[src/rtl/alu_mul_sequencer.sv]
// Shift-and-add 16x16->16 multiply sequencer that borrows the shared ALU adder,
// and the ALU operand mux that arbitrates between the core and the sequencer.
module alu_mul_sequencer #(
    parameter bit         EARLY_EXIT = 1'b1,
    parameter logic [2:0] OP_ADD     = 3'b000
) (
    input  logic        i_clk,
    input  logic        i_rstn,
    input  logic        i_start,
    input  logic [15:0] i_mcand,
    input  logic [15:0] i_mplier,
    output logic        o_busy,
    output logic        o_done,
    output logic [15:0] o_product,
    input  logic [15:0] i_coreSrc1,
    input  logic [15:0] i_coreSrc2,
    input  logic [2:0]  i_coreOpcode,
    input  logic        i_coreFlagBit,
    output logic        o_coreGrant,
    output logic [15:0] o_aluSrc1,
    output logic [15:0] o_aluSrc2,
    output logic [2:0]  o_aluOpcode,
    output logic        o_aluFlagBit,
    input  logic [15:0] i_aluResult
);

    typedef enum logic [1:0] {
        S_IDLE = 2'b00,
        S_RUN  = 2'b01,
        S_DONE = 2'b10
    } state_e;

    state_e      state_q, state_d;
    logic [15:0] acc_q, acc_d;
    logic [15:0] mc_q, mc_d;
    logic [15:0] mp_q, mp_d;
    logic [3:0]  cnt_q, cnt_d;
    logic [15:0] product_q, product_d;
    logic        last_s;
    logic [15:0] acc_next_s;

    // State and datapath registers
    always_ff @(posedge i_clk or negedge i_rstn) begin
        if (!i_rstn) begin
            state_q   <= S_IDLE;
            acc_q     <= 16'd0;
            mc_q      <= 16'd0;
            mp_q      <= 16'd0;
            cnt_q     <= 4'd0;
            product_q <= 16'd0;
        end else begin
            state_q   <= state_d;
            acc_q     <= acc_d;
            mc_q      <= mc_d;
            mp_q      <= mp_d;
            cnt_q     <= cnt_d;
            product_q <= product_d;
        end
    end

    // Next-state and datapath update
    always_comb begin
        state_d    = state_q;
        acc_d      = acc_q;
        mc_d       = mc_q;
        mp_d       = mp_q;
        cnt_d      = cnt_q;
        product_d  = product_q;
        // The product must include the add performed in the final RUN cycle.
        acc_next_s = mp_q[0] ? i_aluResult : acc_q;
        last_s     = (cnt_q == 4'd15) ||
                     ((EARLY_EXIT == 1'b1) && (mp_q[15:1] == 15'd0));
        case (state_q)
            S_IDLE, S_DONE: begin
                if (i_start) begin
                    state_d = S_RUN;
                    acc_d   = 16'd0;
                    mc_d    = i_mcand;
                    mp_d    = i_mplier;
                    cnt_d   = 4'd0;
                end else begin
                    state_d = S_IDLE;
                end
            end
            S_RUN: begin
                acc_d = acc_next_s;
                mc_d  = {mc_q[14:0], 1'b0};
                mp_d  = {1'b0, mp_q[15:1]};
                cnt_d = cnt_q + 4'd1;
                if (last_s) begin
                    state_d   = S_DONE;
                    product_d = acc_next_s;
                end else begin
                    state_d = S_RUN;
                end
            end
            default: begin
                state_d = S_IDLE;
            end
        endcase
    end

    assign o_busy      = (state_q == S_RUN);
    assign o_done      = (state_q == S_DONE);
    assign o_product   = product_q;
    assign o_coreGrant = ~o_busy;

    // ALU operand mux: sequencer owns the adder only while running
    always_comb begin
        o_aluSrc1    = i_coreSrc1;
        o_aluSrc2    = i_coreSrc2;
        o_aluOpcode  = i_coreOpcode;
        o_aluFlagBit = i_coreFlagBit;
        if (state_q == S_RUN) begin
            o_aluSrc1    = acc_q;
            o_aluSrc2    = mc_q;
            o_aluOpcode  = OP_ADD;
            o_aluFlagBit = 1'b0;
        end else begin
            o_aluSrc1    = i_coreSrc1;
            o_aluSrc2    = i_coreSrc2;
            o_aluOpcode  = i_coreOpcode;
            o_aluFlagBit = i_coreFlagBit;
        end
    end

endmodule

[config.mk]
export PLATFORM = sky130hd
export DESIGN_NAME = alu_mul_sequencer
export DESIGN_NICKNAME = d
export VERILOG_FILES = /design/src/rtl/alu_mul_sequencer.sv
export SDC_FILE = /design/constraint.sdc
export NUM_CORES = 1
export LEC_CHECK = 0
export ABC_AREA = 1
export ABC_CLOCK_PERIOD_IN_PS = 1500
export BUFFER_PORTS_ARGS = -buffer_cell sky130_fd_sc_hd__buf_4
export CAP_MARGIN = 20
export CORE_AREA = 2 2 91 85
export CTS_BUF_LIST = sky130_fd_sc_hd__clkbuf_4 sky130_fd_sc_hd__clkbuf_8
export DETAILED_ROUTE_END_ITERATION = 16
export DIE_AREA = 0 0 93 87
export HOLD_SLACK_MARGIN = 0.15
export PLACE_DENSITY = 0.83
export SYNTH_ARGS = -nofsm -noshare
export SYNTH_HDL_FRONTEND = slang
export SYNTH_SLANG_ARGS = --single-unit
[constraint.sdc]
create_clock -name i_clk -period 1.5 [get_ports i_clk]
set_clock_uncertainty 0.05 [all_clocks]
set_input_delay 0.075 -clock i_clk [delete_from_list [all_inputs] [get_ports i_clk]]
set_output_delay 0.075 -clock i_clk [all_outputs]
set_load 0.1 [all_outputs]
==> impl_results.md, run 1 <==
- Status: finished, violations left
- Failing checks: negative setup slack
- Die area: 0.00809 mm2
- Worst-path clk slew: 0.09 ns
- Synthesized area per cell: 7.56 um2
- Clk buf depth: 2
- Synth area leaders: dfrtp_1 (50%), nand2_1 (19%), nand3_1 (10%)
- CTS Buf Count: 9
- Final Max Tran Viols: 0
- Area leader, netlist: dfrtp_1
- H-tree depth: 3
- HPWL after DPL: 6.74 mm
- Placed cells: 679
- Row cnt: 30
- Worst r2r src: state_q[1]
- CTS tree: done
- PortBufs: 141
- Largest net degree at the start of global routing: 39
- GP Congestion: 0.819
- Rel. slew slack: 68.6%
- RSZ-0062 raised after global routing: true
- Commonest cells post-synth: nand2_1 (176), nand3_1 (71), dfrtp_1 (70)
- Die H: 87 um
- Gate count of the mapped netlist: 459
- DRT Pass-1 Iters: 5
- Syn nets: 547
- # DRC: 0
- Worst Max-Slew Pin Slew: 0.466 ns
- Asr flop ratio synth: 100%
- Footprint of the multi-input gates: 0.00202 mm2
- Crit Path Max Fanout: 8
- Top cell type's share of synthesized area: 50.5%
- Syn. warnings: 0
- First-pass GRT wire length: 21.7 mm
- IO Pins: 142
- Avg WL per Cell: 24.0 um
- DRT antenna net count: 0
- Vias in the first global route: 4416
- Core region area: 0.00721 mm2
- Main flop type after synthesis: dfrtp_1
- Total gr overflow: 0
- Seq/Total Area, Yosys: 50.5%
- Initial DRC Count: 596
- Synth Register Bits: 70
- Crit share post-route: 118%
- CP Launch Point: state_q[1]
- Worst skew pair latency: 0.35 ns
- Clock sink count: 70
- Initial cell density of the core: 48.1%
- Final hold viol count: 0
- Setup crit end kind: output pin
- Worst Path Required: 1.37 ns
- Mapped Area: 0.00347 mm2
- Number of antenna diodes: 0
- Synth unique cells: 19
- R2R cell count: 7
- Fill cells: 226
- Final net count: 755
- R2R Path End: acc_q[2]
- HP Class: in -> async
- Via density: 6.24
- WL final: 18.4 mm
- Final min period: 1.77 ns
- Maximum clock rate: 566 MHz
- Post-synth EDFFs: 0
- Worst reg-to-reg setup slack: -0.20 ns
- Final setup viols: 95
- Non-filler instance count after layout: 767
- Area grow syn2layout: 94.6%
- Die width: 93 um
- MaxCap Viol Count: 0
- Data arrival, critical path: 1.64 ns
- Reg area: 0.00175 mm2
- Final Worst Setup Slack: -0.268 ns
- Startpoint type of the worst setup path: register
- Clock root buffer: clkbuf_8
- Fraction of layout cells with a size suffix above 1: 41.4%
- Antenna violations before repair: 0
- GRT Total Usage: 34.9%
- Via count: 4789
- Top-count cell post-synth: nand2_1
- Critical path type: reg -> out
## sequential cells by signal, indices dropped and copies added (netlist names)
signal / count
acc_q: 16
cnt_q: 4
mc_q: 16
mp_q: 16
o_product: 16
state_q: 2
## worst max-delay path, cell delays in order, from the launching register on
cell and delay, ns:
dfrtp_1 0.40, inv_2 0.12, nand2_8 0.13, clkinv_8 0.11, buf_12 0.14, nand2_2 0.10
nand2_4 0.09, buf_12 0.17
## final cells by class
| cell class | instances | area share [%] |
|---|---|---|
| Timing Repair Buffer | 225 | 37.6 |
| Multi-Input combinational cell | 332 | 30.0 |
| Sequential cell | 70 | 26.0 |
| Clock buffer | 10 | 2.04 |
| Inverter | 29 | 1.87 |
| Tap cell | 96 | 1.78 |
| Clock inverter | 5 | 0.741 |
## what timing repair did
item	in CTS	in global routing
pin swaps	1	12
gates resized for setup	150	67
setup buffers	9	8
cloned	3	3
hold endpoints to repair	136	0
hold buffers	50	0
endpoints found under the setup margin	38	106
## through the flow
| step | setup TNS (ns) | instance area, um2 | setup slack, ns | util [%] | hold WS, ns |
|---|---|---|---|---|---|
| after global placement | 0 | 4940 | 0.0597 | 68.6 | -0.00837 |
| after CTS | -3.75 | 6380 | -0.144 | 88.6 | 0.185 |
| final | -10.51 | 6750 | -0.268 | 93.7 | 0.167 |
| after detailed placement | -0.00550 | 4940 | -0.00297 | 68.6 | -0.00666 |
| after floorplan | -2.52 | 3780 | -0.266 | - | -0.271 |
| after global routing | -12.77 | 6750 | -0.281 | 93.7 | 0.211 |
## per-layer routing
metal | part of all wire (%) | vias up | track usage [%]
met1 | 33 | 2259 | 37.9
met2 | 49 | 486 | 62.8
met3 | 10 | 142 | 9.00
li1 | - | 1902 | -
met4 | 7.7 | 0 | 18.3
met5 | 0 | - | 0
## how the worst max path moves through the flow
stage / endpoint / cells past startpoint
final: o_aluSrc2[5] / 7
after global routing: o_aluSrc2[5] / 7
after CTS: o_aluSrc2[5] / 7
after detailed placement: o_aluSrc2[14] / 7
after global placement: o_aluSrc2[14] / 7
after floorplan: o_done / 1
## cells in the final DEF, fill, tap and decap left out, types with 2 or more instances in the layout
master and count:
a21oi_2 2, a32o_1 2, buf_12 43, buf_16 4
buf_4 116, buf_6 7, buf_8 2, bufbuf_16 2
clkbuf_8 10, clkinv_2 4, dfrtp_1 69, dlygate4sd3_1 50
inv_1 26, nand2_1 122, nand2_2 23, nand2_4 32
nand2_8 2, nand3_1 69, nand3_2 2, nor2_1 13
nor2_4 5, o211ai_1 4, o21ai_0 27, o21ai_1 6
o21ai_2 2, o21ai_4 16
## cells by family after synthesis
group                    after synthesis  synth area share, %
AND/OR/NAND/NOR                      267                 31.9
flip-flops                            70                 50.5
AO/OA/AOI/OAI                         63                 9.88
buffers and inverters                 58                 7.39
adder cells (fa/ha/maj)                1                0.361
Power of run 1 is not shown: default switching activity piles up to over one toggle a cycle in this logic, so the estimate is an artifact.
==> run 2, diff against run 1 <==
- ABC_CLOCK_PERIOD_IN_PS: 1500 -> 2200
- BUFFER_PORTS_ARGS: -buffer_cell sky130_fd_sc_hd__buf_4 -> default
- CORE_AREA: 2 2 91 85 -> 2 2 98 91
- DIE_AREA: 0 0 93 87 -> 0 0 100 93
- DONT_BUFFER_PORTS: default -> 1
- PLACE_DENSITY: 0.83 -> 0.58
- clock period: 1.5 -> 2.2 ns (I/O delays scaled with it)
==> run 2 against run 1 <==
The flow now finishes without violations. Count of clock-buffer cells in the layout did not move. Utilization fell by 31 points. Routed wire length fell by 46%. Final area fell by 22%. Via count fell by 26%. Cell count fell by 11%. Non-clock buffer count fell by 87. Global-route usage fell by 13 points. Largest cell class is now sequential cells. Highest routed layer unchanged.
==> impl_results.md, run 2 (synthesized netlist as in run 1, its figures left out) <==
- HPWL after DPL: 6.35 mm (-5.9%)
- Via density: 5.17 (-17%)
- DRT Pass-1 Iters: 4 (-1)
- Startpoint type of the worst setup path: input port
- GRT Total Usage: 21.8% (-13 points)
- Met2 track demand over resource: 36.1% (-27 points)
- Crit Path Max Fanout: 31 (+23)
- Fraction of layout cells with a size suffix above 1: 18.3% (-23 points)
- PortBufs: 0 (-100%)
- Maximum clock rate: 462 MHz
- Die width: 100 um (+7.5%)
- Setup crit end kind: register
- WL final: 9.92 mm (-46%)
- Non-filler instance count after layout: 686 (-11%)
- CTS Buf Count: 9 (unchanged)
- Status: finished clean
- Grt peak-use layer: met2
- Data arrival, critical path: 2.32 ns (+0.68 ns)
- Final min period: 2.16 ns
- Via count: 3549 (-26%)
- IO Pins: 142 (unchanged)
- Die area: 0.00930 mm2 (+15%)
- Final net count: 667 (-12%)
- Worst Path Required: 2.36 ns (+0.99 ns)
- Commonest non-fill, non-tap cell in the layout: nand2_1
- H-tree depth: 3 (unchanged)
- Final setup viols: 0 (-100%)
- Antenna violations before repair: 0 (unchanged)
- CP max stage delay: 0.84 ns (+0.44 ns)
- Avg WL per Cell: 14.5 um (-40%)
- Area grow syn2layout: 51.2%
- Slowest CP cell: dlygate4sd3_1
- Initial DRC Count: 196 (-67%)
- First-pass GRT wire length: 16.1 mm (-26%)
- Final Max Tran Viols: 0 (unchanged)
- CP Cell Sequence: dlygate4sd3_1 -> nand2_1 -> nand2_1 -> inv_2 -> a32o_1 -> dlygate4sd3_1
- Largest net degree at the start of global routing: 71 (+82%)
- Clock sink count: 70 (unchanged)
- Grt met1 use: 29.2% (-8.8 points)
- Worst skew pair latency: 0.33 ns (-0.02 ns)
- Clock root buffer: clkbuf_8
- Post CTS Setup Buffer Count: 0 (-9)
- Total gr overflow: 0 (unchanged)
- Critical path type: in -> reg
- Die H: 93 um (+6.9%)
- # DRC: 0 (unchanged)
- Clk buf depth: 2 (unchanged)
- Crit share post-route: 98.3%
- Core region area: 0.00833 mm2 (+16%)
- Worst Max-Slew Pin Slew: 0.534 ns (+0.0674 ns)
- Final hold viol count: 0 (unchanged)
- Vias in the first global route: 3391 (-23%)
- Placed cells: 595 (-12%)
- Initial cell density of the core: 41.7% (-6.5 points)
- Routing usage on met3: 3.96% (-5.0 points)
- HP Class: in -> async
- Row cnt: 32 (+6.7%)
- Number of antenna diodes: 0 (unchanged)
- GP Congestion: 0.750 (-8.5%)
- Rel. slew slack: 64.4% (-4.2 points)
- DRT antenna net count: 0 (unchanged)
- RSZ-0062 raised after global routing: false
- Worst-path clk slew: 0.07 ns (-0.02 ns)
- Final Util: 63.0% (-31 points)
- CTS tree: done
- MaxCap Viol Count: 0 (unchanged)
- Most frequent cells in the layout: nand2_1 (175), dlygate4sd3_1 (74), nand3_1 (71)
- Worst hold slack: 0.306 ns (+0.140 ns)
run 2: area by class of cell:
cell class | instances | area, um2
clock buffers | 10 | 131
clock inverters | 6 | 86.3
fillers | 712 | 3080
inverters | 29 | 111
multi-input cells | 331 | 1550
flip-flops and latches | 70 | 1750
well taps | 102 | 128
repair buffers | 138 | 1490
run 2: timing repair:
item,CTS,global route
endpoints found under the setup margin,0,4
hold buffers,75,0
gates resized for setup,0,1
hold endpoints to repair,136,0
run 2: worst paths after layout:
kind | from | to | slack [ns] | depth (start not counted)
hold reg to reg | mc_q[12] | mc_q[12] | 0.44 | 2
setup / recovery | i_start | mc_q[0] | 0.04 | 6
setup reg to reg | state_q[0] | mc_q[0] | 0.11 | 5
max in group asynchronous | i_rstn | acc_q[0] | 1.51 | 2
min in group i_clk | i_coreOpcode[2] | o_aluOpcode[2] | 0.42 | 3
hold / removal | i_rstn | o_product[10] | 0.31 | 2
run 2: metrics by stage:
stage / cell area [um2] / setup WS, ns / TNS [ns]
CTS: 5240 / 0.0668 / 0
floorplan: 3500 / -0.738 / -7.52
detailed placement: 4260 / 0.408 / 0
finish: 5250 / 0.0366 / 0
global placement: 4260 / 0.498 / 0
global route: 5250 / 0.0107 / 0
run 2: worst max-delay path: cells and delay by family:
family / cells / cell delay (ns)
buffers and inverters: 3 / 1.61
AND/OR/NAND/NOR: 2 / 0.31
AO/OA/AOI/OAI: 1 / 0.28
run 2: metal layers:
layer  part of all wire, %  up-vias  wire length [um]
li1                      -     1719                 -
met4                   1.7        0               164
met5                     0        -                 0
met1                    43     1675              4280
met2                    48      139              4790
met3                   6.9       16               682
Power of run 2 is left out for the same reason.
==> run 3, diff against run 2 <==
- CORE_AREA: 2 2 98 91 -> 2 2 108 100
- CTS_CLUSTER_DIAMETER: default -> 100
- DIE_AREA: 0 0 100 93 -> 0 0 110 102
- PLACE_DENSITY: 0.58 -> 0.5
- SLEW_MARGIN: default -> 15
==> run 3 against run 2 <==
Count of clock-buffer cells in the layout is 2 higher. Setup slack better by 0.10 ns. Via count is 3.7% lower. Utilization is 9.3 points lower. Register-to-register slack better by 0.27 ns. Critical endpoint is now o_aluOpcode[0]. Largest cell class unchanged. Highest routed layer unchanged.
==> impl_results.md, run 3 (synthesized netlist as in run 1, its figures left out) <==
- Die H: 102 um (+9.7%)
- CTS tree: done
- Die area: 0.0112 mm2 (+21%)
- Data arrival, critical path: 1.90 ns (-0.42 ns)
- Critical path type: reg -> out
- Avg WL per Cell: 14.2 um (-1.6%)
- Most frequent cells in the layout: nand2_1 (175), nand3_1 (71), dfrtp_1 (70)
- # DRC: 0 (unchanged)
- Worst Max-Slew Pin Slew: 0.618 ns (+0.0848 ns)
- Cts repair resizes: 0 (unchanged)
- H-tree depth: 3 (unchanged)
- Final Max Tran Viols: 0 (unchanged)
- GP Congestion: 0.769 (+2.5%)
- Final hold viol count: 0 (unchanged)
- PortBufs: 0 (unchanged)
- Crit share post-route: 93.7% (-4.7 points)
- Number of antenna diodes: 0 (unchanged)
- Crit Path Max Fanout: 30 (-3.2%)
- Slowest CP cell: dfrtp_1
- Die width: 110 um (+10%)
- Critical Path Most Common Cell: buf_12
- Commonest non-fill, non-tap cell in the layout: nand2_1
- Clk buf depth: 2 (unchanged)
- Via density: 4.85 (-6.2%)
- Vias in the first global route: 3523 (+3.9%)
- Clock root buffer: clkbuf_8
- Clock sink count: 70 (unchanged)
- RSZ-0062 raised after global routing: false
- Status: finished clean
- Largest net degree at the start of global routing: 71 (unchanged)
- Maximum clock rate: 485 MHz (+5.0%)
- CTS Buf Count: 9 (unchanged)
- IO Pins: 142 (unchanged)
- HP Class: in -> async
- Final min period: 2.06 ns (-0.103 ns)
- Total gr overflow: 0 (unchanged)
- HPWL after DPL: 6.34 mm (about the same)
- Via count: 3417 (-3.7%)
- Worst hold slack: 0.264 ns (-0.0428 ns)
- Buf/Inv on CP: 3 (unchanged)
- DRT Pass-1 Iters: 4 (unchanged)
- Rel. slew slack: 58.6% (-5.7 points)
- Final setup viols: 0 (unchanged)
- Initial cell density of the core: 34.6% (-7.1 points)
- Startpoint type of the worst setup path: register
- MaxCap Viol Count: 0 (unchanged)
- Area grow syn2layout: 55.1%
- Worst skew pair latency: 0.33 ns (about the same)
- WL final: 10.0 mm (+1.0%)
- GRT Total Usage: 18.5% (-3.4 points)
- Worst Path Required: 2.04 ns (-0.32 ns)
- Antenna violations before repair: 0 (unchanged)
- Post CTS Setup Buffer Count: 0 (unchanged)
- Core region area: 0.0100 mm2 (+20%)
- Final net count: 658 (-1.3%)
- Row cnt: 35 (+9.4%)
- Worst-path clk slew: 0.08 ns (about the same)
- CP max stage delay: 0.42 ns (-0.42 ns)
- CP Cell Sequence: nand2_4 -> clkinv_2 -> buf_12 -> nor2_2 -> buf_12
- First-pass GRT wire length: 16.2 mm (+0.94%)
- Fraction of layout cells with a size suffix above 1: 17.9% (-0.41 points)
- Initial DRC Count: 133 (-32%)
- DRT antenna net count: 0 (unchanged)
- Fill cells: 923 (+30%)
- Setup crit end kind: output pin
- Cell family with most CP delay: buffers and inverters
## run 3: path summary, 6_finish.rpt
kind	startpoint	to	slack (ns)	depth (start not counted)
min	i_rstn	o_product[12]	0.26	2
min in group i_clk	i_coreOpcode[1]	o_aluOpcode[1]	0.42	3
max	state_q[0]	o_aluOpcode[0]	0.14	5
min reg2reg	cnt_q[3]	cnt_q[3]	0.42	1
max reg2reg	state_q[1]	o_product[9]	0.38	7
max in group asynchronous	i_rstn	cnt_q[0]	1.52	2
## run 3: timing repair
action / CTS / global route
hold buffers: 70 / 0
hold endpoints to repair: 136 / 0
endpoints found under the setup margin: 0 / 0
## run 3: area by class of cell
class / instances / area (um2) / area share, %
Sequential cell: 70 / 1750 / 32.6
Timing Repair Buffer: 129 / 1640 / 30.4
Multi-Input combinational cell: 331 / 1550 / 28.7
Tap cell: 129 / 161 / 3.00
Clock buffer: 12 / 153 / 2.84
Inverter: 29 / 110 / 2.05
Clock inverter: 4 / 22.5 / 0.419
## run 3: worst register-to-register path, cell delays in order (launching register included)
cell	delay, ns
dfrtp_1	0.36
inv_1	0.12
nand2_4	0.08
clkinv_2	0.33
buf_4	0.41
nand2_4	0.21
nand2_1	0.12
nand2_1	0.05
## run 3: per-layer routing
layer / GRT usage (%) / vias up / part of all wire, %
met5: 0 / - / 0
met4: 4.97 / 0 / 0.77
met3: 3.83 / 9 / 7.2
met2: 32.2 / 122 / 49
met1: 23.2 / 1588 / 43
li1: - / 1698 / -
## run 3: through the flow
step / area (um2) / cells / setup TNS, ns / worst slack, ns / util [%]
2_1_floorplan: 3500 / 459 / -7.52 / -0.738 / -
3_5_place_dp: 4490 / 618 / 0 / 0.374 / 44.7
5_1_grt: 5380 / 704 / 0 / 0.0222 / 53.6
3_3_place_gp: 4490 / 618 / 0 / 0.389 / 44.7
4_1_cts: 5380 / 704 / 0 / 0.119 / 53.6
6_report: 5380 / 704 / 0 / 0.139 / 53.6
Power of run 3 is left out for the same reason.
